**src/rtl/requant_int8.sv**
```systemverilog
// Requantises signed matmul accumulators to int8 via a per-layer {mult, shift} table.
// Optional macro REQUANT_SAT_STATS_EN adds a sticky 16-bit saturation counter output.
module requant_int8 #(
  parameter int ACC_W   = 32,
  parameter int MULT_W  = 16,
  parameter int SHIFT_W = 5
) (
  input  logic               clk_i,
  input  logic               rst_ni,
  input  logic               in_valid_i,
  output logic               in_ready_o,
  input  logic [ACC_W-1:0]   in_acc_i,
  input  logic [1:0]         layer_sel_i,
  input  logic               cfg_we_i,
  input  logic [1:0]         cfg_layer_i,
  input  logic [MULT_W-1:0]  cfg_mult_i,
  input  logic [SHIFT_W-1:0] cfg_shift_i,
  output logic               out_valid_o,
  input  logic               out_ready_i,
  output logic [7:0]         out_data_o,
  output logic [1:0]         out_layer_o
`ifdef REQUANT_SAT_STATS_EN
  ,
  output logic [15:0]        sat_count_o
`endif
);

  // Wide enough that acc*mult plus the rounding constant can never overflow.
  localparam int SUM_W = ACC_W + MULT_W + 2;
  localparam logic [SUM_W-1:0] ONE = {{(SUM_W-1){1'b0}}, 1'b1};

  logic en;

  logic [MULT_W-1:0]  mult_q  [4];
  logic [SHIFT_W-1:0] shift_q [4];

  logic [MULT_W-1:0]        sel_mult;
  logic [SHIFT_W-1:0]       sel_shift;
  logic [SUM_W-1:0]         acc_ext;
  logic [SUM_W-1:0]         mult_ext;
  logic signed [SUM_W-1:0]  prod_d;
  logic signed [SUM_W-1:0]  rnd_d;

  logic                     s1_valid_q;
  logic signed [SUM_W-1:0]  s1_prod_q;
  logic signed [SUM_W-1:0]  s1_rnd_q;
  logic [SHIFT_W-1:0]       s1_shift_q;
  logic [1:0]               s1_layer_q;

  logic signed [SUM_W-1:0]  sum_d;
  logic signed [SUM_W-1:0]  shifted_d;
  logic [SUM_W-8:0]         hi_bits;
  logic                     clip_d;
  logic [7:0]               res_d;

  logic                     out_valid_q;
  logic [7:0]               out_data_q;
  logic [1:0]               out_layer_q;

  assign en          = !out_valid_q || out_ready_i;
  assign in_ready_o  = en;
  assign out_valid_o = out_valid_q;
  assign out_data_o  = out_data_q;
  assign out_layer_o = out_layer_q;

  // Table writes ignore backpressure; reads see the pre-write value on the same edge.
  generate
    for (genvar gi = 0; gi < 4; gi++) begin : g_tbl
      always_ff @(posedge clk_i or negedge rst_ni) begin
        if (!rst_ni) begin
          mult_q[gi]  <= MULT_W'(1);
          shift_q[gi] <= '0;
        end else if (cfg_we_i && (cfg_layer_i == 2'(gi))) begin
          mult_q[gi]  <= cfg_mult_i;
          shift_q[gi] <= cfg_shift_i;
        end
      end
    end
  endgenerate

  always_comb begin
    sel_mult  = mult_q[layer_sel_i];
    sel_shift = shift_q[layer_sel_i];
    acc_ext   = {{(SUM_W-ACC_W){in_acc_i[ACC_W-1]}}, in_acc_i};
    mult_ext  = {{(SUM_W-MULT_W){1'b0}}, sel_mult};
    prod_d    = $signed(acc_ext) * $signed(mult_ext);
    rnd_d     = (sel_shift != '0) ? $signed(ONE << (sel_shift - SHIFT_W'(1))) : '0;
  end

  always_ff @(posedge clk_i or negedge rst_ni) begin
    if (!rst_ni) begin
      s1_valid_q <= 1'b0;
      s1_prod_q  <= '0;
      s1_rnd_q   <= '0;
      s1_shift_q <= '0;
      s1_layer_q <= '0;
    end else if (en) begin
      s1_valid_q <= in_valid_i;
      if (in_valid_i) begin
        s1_prod_q  <= prod_d;
        s1_rnd_q   <= rnd_d;
        s1_shift_q <= sel_shift;
        s1_layer_q <= layer_sel_i;
      end
    end
  end

  // Result fits int8 only when every bit above bit 7 matches the sign.
  always_comb begin
    sum_d     = s1_prod_q + s1_rnd_q;
    shifted_d = sum_d >>> s1_shift_q;
    hi_bits   = shifted_d[SUM_W-1:7];
    clip_d    = !((&hi_bits) || !(|hi_bits));
    if (clip_d) begin
      res_d = shifted_d[SUM_W-1] ? 8'h80 : 8'h7F;
    end else begin
      res_d = shifted_d[7:0];
    end
  end

  always_ff @(posedge clk_i or negedge rst_ni) begin
    if (!rst_ni) begin
      out_valid_q <= 1'b0;
      out_data_q  <= '0;
      out_layer_q <= '0;
    end else if (en) begin
      out_valid_q <= s1_valid_q;
      if (s1_valid_q) begin
        out_data_q  <= res_d;
        out_layer_q <= s1_layer_q;
      end
    end
  end

`ifdef REQUANT_SAT_STATS_EN
  logic        out_sat_q;
  logic [15:0] sat_cnt_q;

  always_ff @(posedge clk_i or negedge rst_ni) begin
    if (!rst_ni) begin
      out_sat_q <= 1'b0;
    end else if (en && s1_valid_q) begin
      out_sat_q <= clip_d;
    end
  end

  always_ff @(posedge clk_i or negedge rst_ni) begin
    if (!rst_ni) begin
      sat_cnt_q <= '0;
    end else if (out_valid_q && out_ready_i && out_sat_q && (sat_cnt_q != 16'hFFFF)) begin
      sat_cnt_q <= sat_cnt_q + 16'd1;
    end
  end

  assign sat_count_o = sat_cnt_q;
`endif

endmodule

```
**config.mk**
```make
export PLATFORM = sky130hd
export DESIGN_NAME = requant_int8
export DESIGN_NICKNAME = d
export VERILOG_FILES = /design/src/rtl/requant_int8.sv
export SDC_FILE = /design/constraint.sdc
export NUM_CORES = 2
export LEC_CHECK = 0
export CORE_ASPECT_RATIO = 1.1
export CORE_UTILIZATION = 30
export DETAILED_ROUTE_END_ITERATION = 8
export MAX_ROUTING_LAYER = met4
export SLEW_MARGIN = 20
export SYNTH_ARGS = -nofsm -noshare
export SYNTH_HDL_FRONTEND = slang
export SYNTH_SLANG_ARGS = --single-unit
```
**constraint.sdc**
```tcl
create_clock -name clk_i -period 10.75 [get_ports clk_i]
set_clock_uncertainty 0.2 [all_clocks]
set_input_delay 1.075 -clock clk_i [delete_from_list [all_inputs] [get_ports clk_i]]
set_output_delay 1.075 -clock clk_i [all_outputs]
set_load 0.02 [all_outputs]
```
==> results.py <==
metrics = {
    "worst_setup_path": {
        "cp-endpoint": "s1_prod_q[46]",
        "reg2reg_depth": 29,
        "cp_slowest_cell": "or4b_2",
        "cp_slowest_stage_delay_ps": 660,
        "cp-end-kind": "flop",
        "rr_endpoint": "s1_prod_q[46]",
        "r2r-start": "mult_q[5]",
        "required_ps": 10870,
        "path_common_cell": "fa_1",
        "cp-start-kind": "input pin",
        "crit_path_start": "layer_sel_i[1]",
        "reg2reg_slack_ps": 1920,
        "path_class": "input pin to flop",
        "path_max_fanout": 22,
        "critPathArrivalTime_ps": 9710,
    },
    "layout": {
        "drive_gt1_share_pct": 7.563,
        "final_common_cell": "inv_1",
        "final_cell_mix": "inv_1 (616), nand2_1 (505), fa_1 (490), and2_1 (251), dfrtp_1 (176)",
        "area_delta_synth_final_pct": 8.396,
        "fin_nets": 4311,
    },
    "detailed_routing": {
        "drc": 1,
        "viasPerCell": 5.144,
        "ant_nets": 0,
        "wire_per_inst_um": 18.16,
        "drt_wl_total_um": 91370,
        "drt_iter0_drc": 1861,
        "drt-pass1-iter-count": 9,
        "num_vias": 25885,
    },
    "timing": {
        "fin_crit_sh_pct": 89.19,
        "setup_violations": 0,
        "finalMaxSlewViolations": 0,
        "rsz0062_at_grt": "false",
        "setup_tns_ps": 0,
        "relSlewSlack_pct": 38.36,
        "tightest_slew_ps": 921.7,
        "setup_slack_ps": 1162,
        "hold_violations": 0,
        "fmax_mhz": 104.3,
        "fin_crit_ps": 9588,
    },
    "outcome": {
        "status": "finished, violations left",
        "violations": "DRC",
    },
    "logic_synthesis": {
        "synthesis.area_mm2": 0.03240,
        "synthCells": 3667,
        "synth_top_area_cell": "fa_1",
        "ys_ff_latch": 184,
        "ys.flop_type": "dfrtp_1",
        "synth_edf_count": 0,
        "async_flop_share_pct": 100.0,
        "avgSynthCellArea_um2": 8.835,
        "synth_area_leaders": "fa_1 (30%), dfrtp_1 (14%), inv_1 (7.1%), nand2_1 (5.9%), ha_1 (5.8%)",
        "syn_nets": 4368,
        "synth.top_cell.area_share_pct": 30.28,
        "ys_seq_area_share_pct": 14.23,
        "ys_types": 104,
        "ys_warn_count": 0,
    },
    "clock_network": {
        "cts_sinks": 184,
        "ctsHtreeMaxLevel": 4,
        "cts_tree": "yes",
        "ctsResizeCount": 0,
        "clk_pin_slew_worst_paths_ps": 70,
        "clock_latency_ps": 490,
        "ctsHoldBuffers": 0,
        "cts_root_buffer": "clkbuf_16",
        "cts_made_buffers": 17,
        "post_cts_buffers": 0,
        "cts_buffer_depth": 2,
    },
    "floorplan": {
        "rows": 126,
        "boundaryPins": 74,
        "die_area_mm2": 0.1093,
        "core_area_mm2": 0.1072,
        "fp.dieH_um": 346.7,
        "die_width_um": 315.3,
        "start_util_pct": 30.22,
    },
    "placed_design": {
        "dp_slack_ps": 682.8,
        "port_buffers": 73,
        "dpl.hpwl_um": 73460,
        "place.gp.congestion": 0.9178,
    },
    "hold_path": {
        "hp-class": "flop to flop",
    },
    "grt": {
        "grt_max_degree": 99,
        "grt_pass1_vias": 26815,
        "grt_pass1_wl_um": 149400,
        "grt_use_total_pct": 17.59,
        "grt_antenna_before_repair": 3,
        "overflow": 0,
    },
    "run": {
        "maxCapViolCount": 0,
    },
}
-- per-layer routing --
layer	share of wire (%)	vias to the layer above	GRT usage [%]
li1	-	11882	-
met1	45	13052	23.53
met2	47	811	28.22
met3	5.3	140	1.959
met4	2.2	0	4.614
met5	0	-	-
-- state kept, by name, summed over array words and instances (netlist names) --
name,flops
s1_rnd_q,32
s1_layer_q,2
s1_shift_q,5
out_layer_o,2
s1_prod_q,49
out_data_o,8
s1_valid_q,1
out_valid_o,1
shift_q,20
mult_q,64
-- worst max-delay path, delay by kind of cell --
| kind | cells | cell delay [ps] |
|---|---|---|
| AOI/OAI and AO/OA | 9 | 2140 |
| xor gates and xnor gates | 1 | 190 |
| adders and majority gates | 7 | 3320 |
| buffers and inverters | 8 | 1340 |
| muxes | 1 | 450 |
| and+or+nand+nor | 5 | 1180 |
-- metrics by stage --
stage,util [%],area [um^2],hold slack (ps),instances
floorplan,-,32400,236.5,3667
finish,32.76,35120,274.7,5032
global placement,32.19,34510,264.1,4999
detailed placement,32.19,34510,266.9,4999
CTS,32.76,35120,287.0,5031
global route,32.76,35120,307.2,5031
-- kinds of logic after synthesis --
logic type	Yosys count	share of synthesized area, %
compound gates	594	13.05
xor+xnor	77	2.082
fa+ha+maj	639	36.03
buf+inv	824	9.724
flops	184	14.23
mux	167	7.090
simple gates	1182	17.80
-- synth_stat cells (16+ instances only) --
| master | n |
|---|---|
| ha_1 | 149 |
| buf_1 | 17 |
| nand4_1 | 29 |
| and2_1 | 251 |
| nand3_1 | 58 |
| nand2b_1 | 17 |
| xor2_1 | 29 |
| o211ai_1 | 39 |
| o31ai_1 | 20 |
| mux2i_1 | 30 |
| mux2_2 | 95 |
| a21o_1 | 47 |
| and3_1 | 25 |
| nand2_1 | 506 |
| nor2b_1 | 16 |
| or3_1 | 17 |
| xnor2_1 | 48 |
| fa_1 | 490 |
| buf_2 | 16 |
| dfrtp_1 | 180 |
| a211oi_1 | 24 |
| nor2_1 | 127 |
| o21ai_0 | 102 |
| a31oi_1 | 20 |
| inv_1 | 617 |
| a21oi_1 | 107 |
| o21a_1 | 21 |
| nor3_1 | 65 |
| clkbuf_1 | 161 |
| nor4_1 | 16 |
| mux4_2 | 40 |
| o21ai_1 | 23 |
-- worst min-delay path by stage --
stage	slack, ps	end	start	depth (start not counted)
5_1_grt	310	s1_rnd_q[13]	s1_rnd_q[13]	1
3_5_place_dp	270	s1_layer_q[1]	s1_layer_q[1]	2
3_3_place_gp	260	s1_layer_q[1]	s1_layer_q[1]	2
6_report	270	out_valid_o	s1_valid_q	2
2_1_floorplan	240	out_valid_o	s1_valid_q	2
4_1_cts	290	out_valid_o	s1_valid_q	2
-- area by class of cell --
class,count,area [um^2]
clock inverters,13,157.7
inverters,621,2331
clock buffers,19,452.9
repair buffers,127,1147
flip-flops and latches,184,4614
well taps,1408,1762
diodes,1,2.502
multi-input cells,2659,24650
fillers,11195,72080
Power is not shown: default switching activity piles up to over one toggle a cycle in this logic, so the estimate is an artifact.
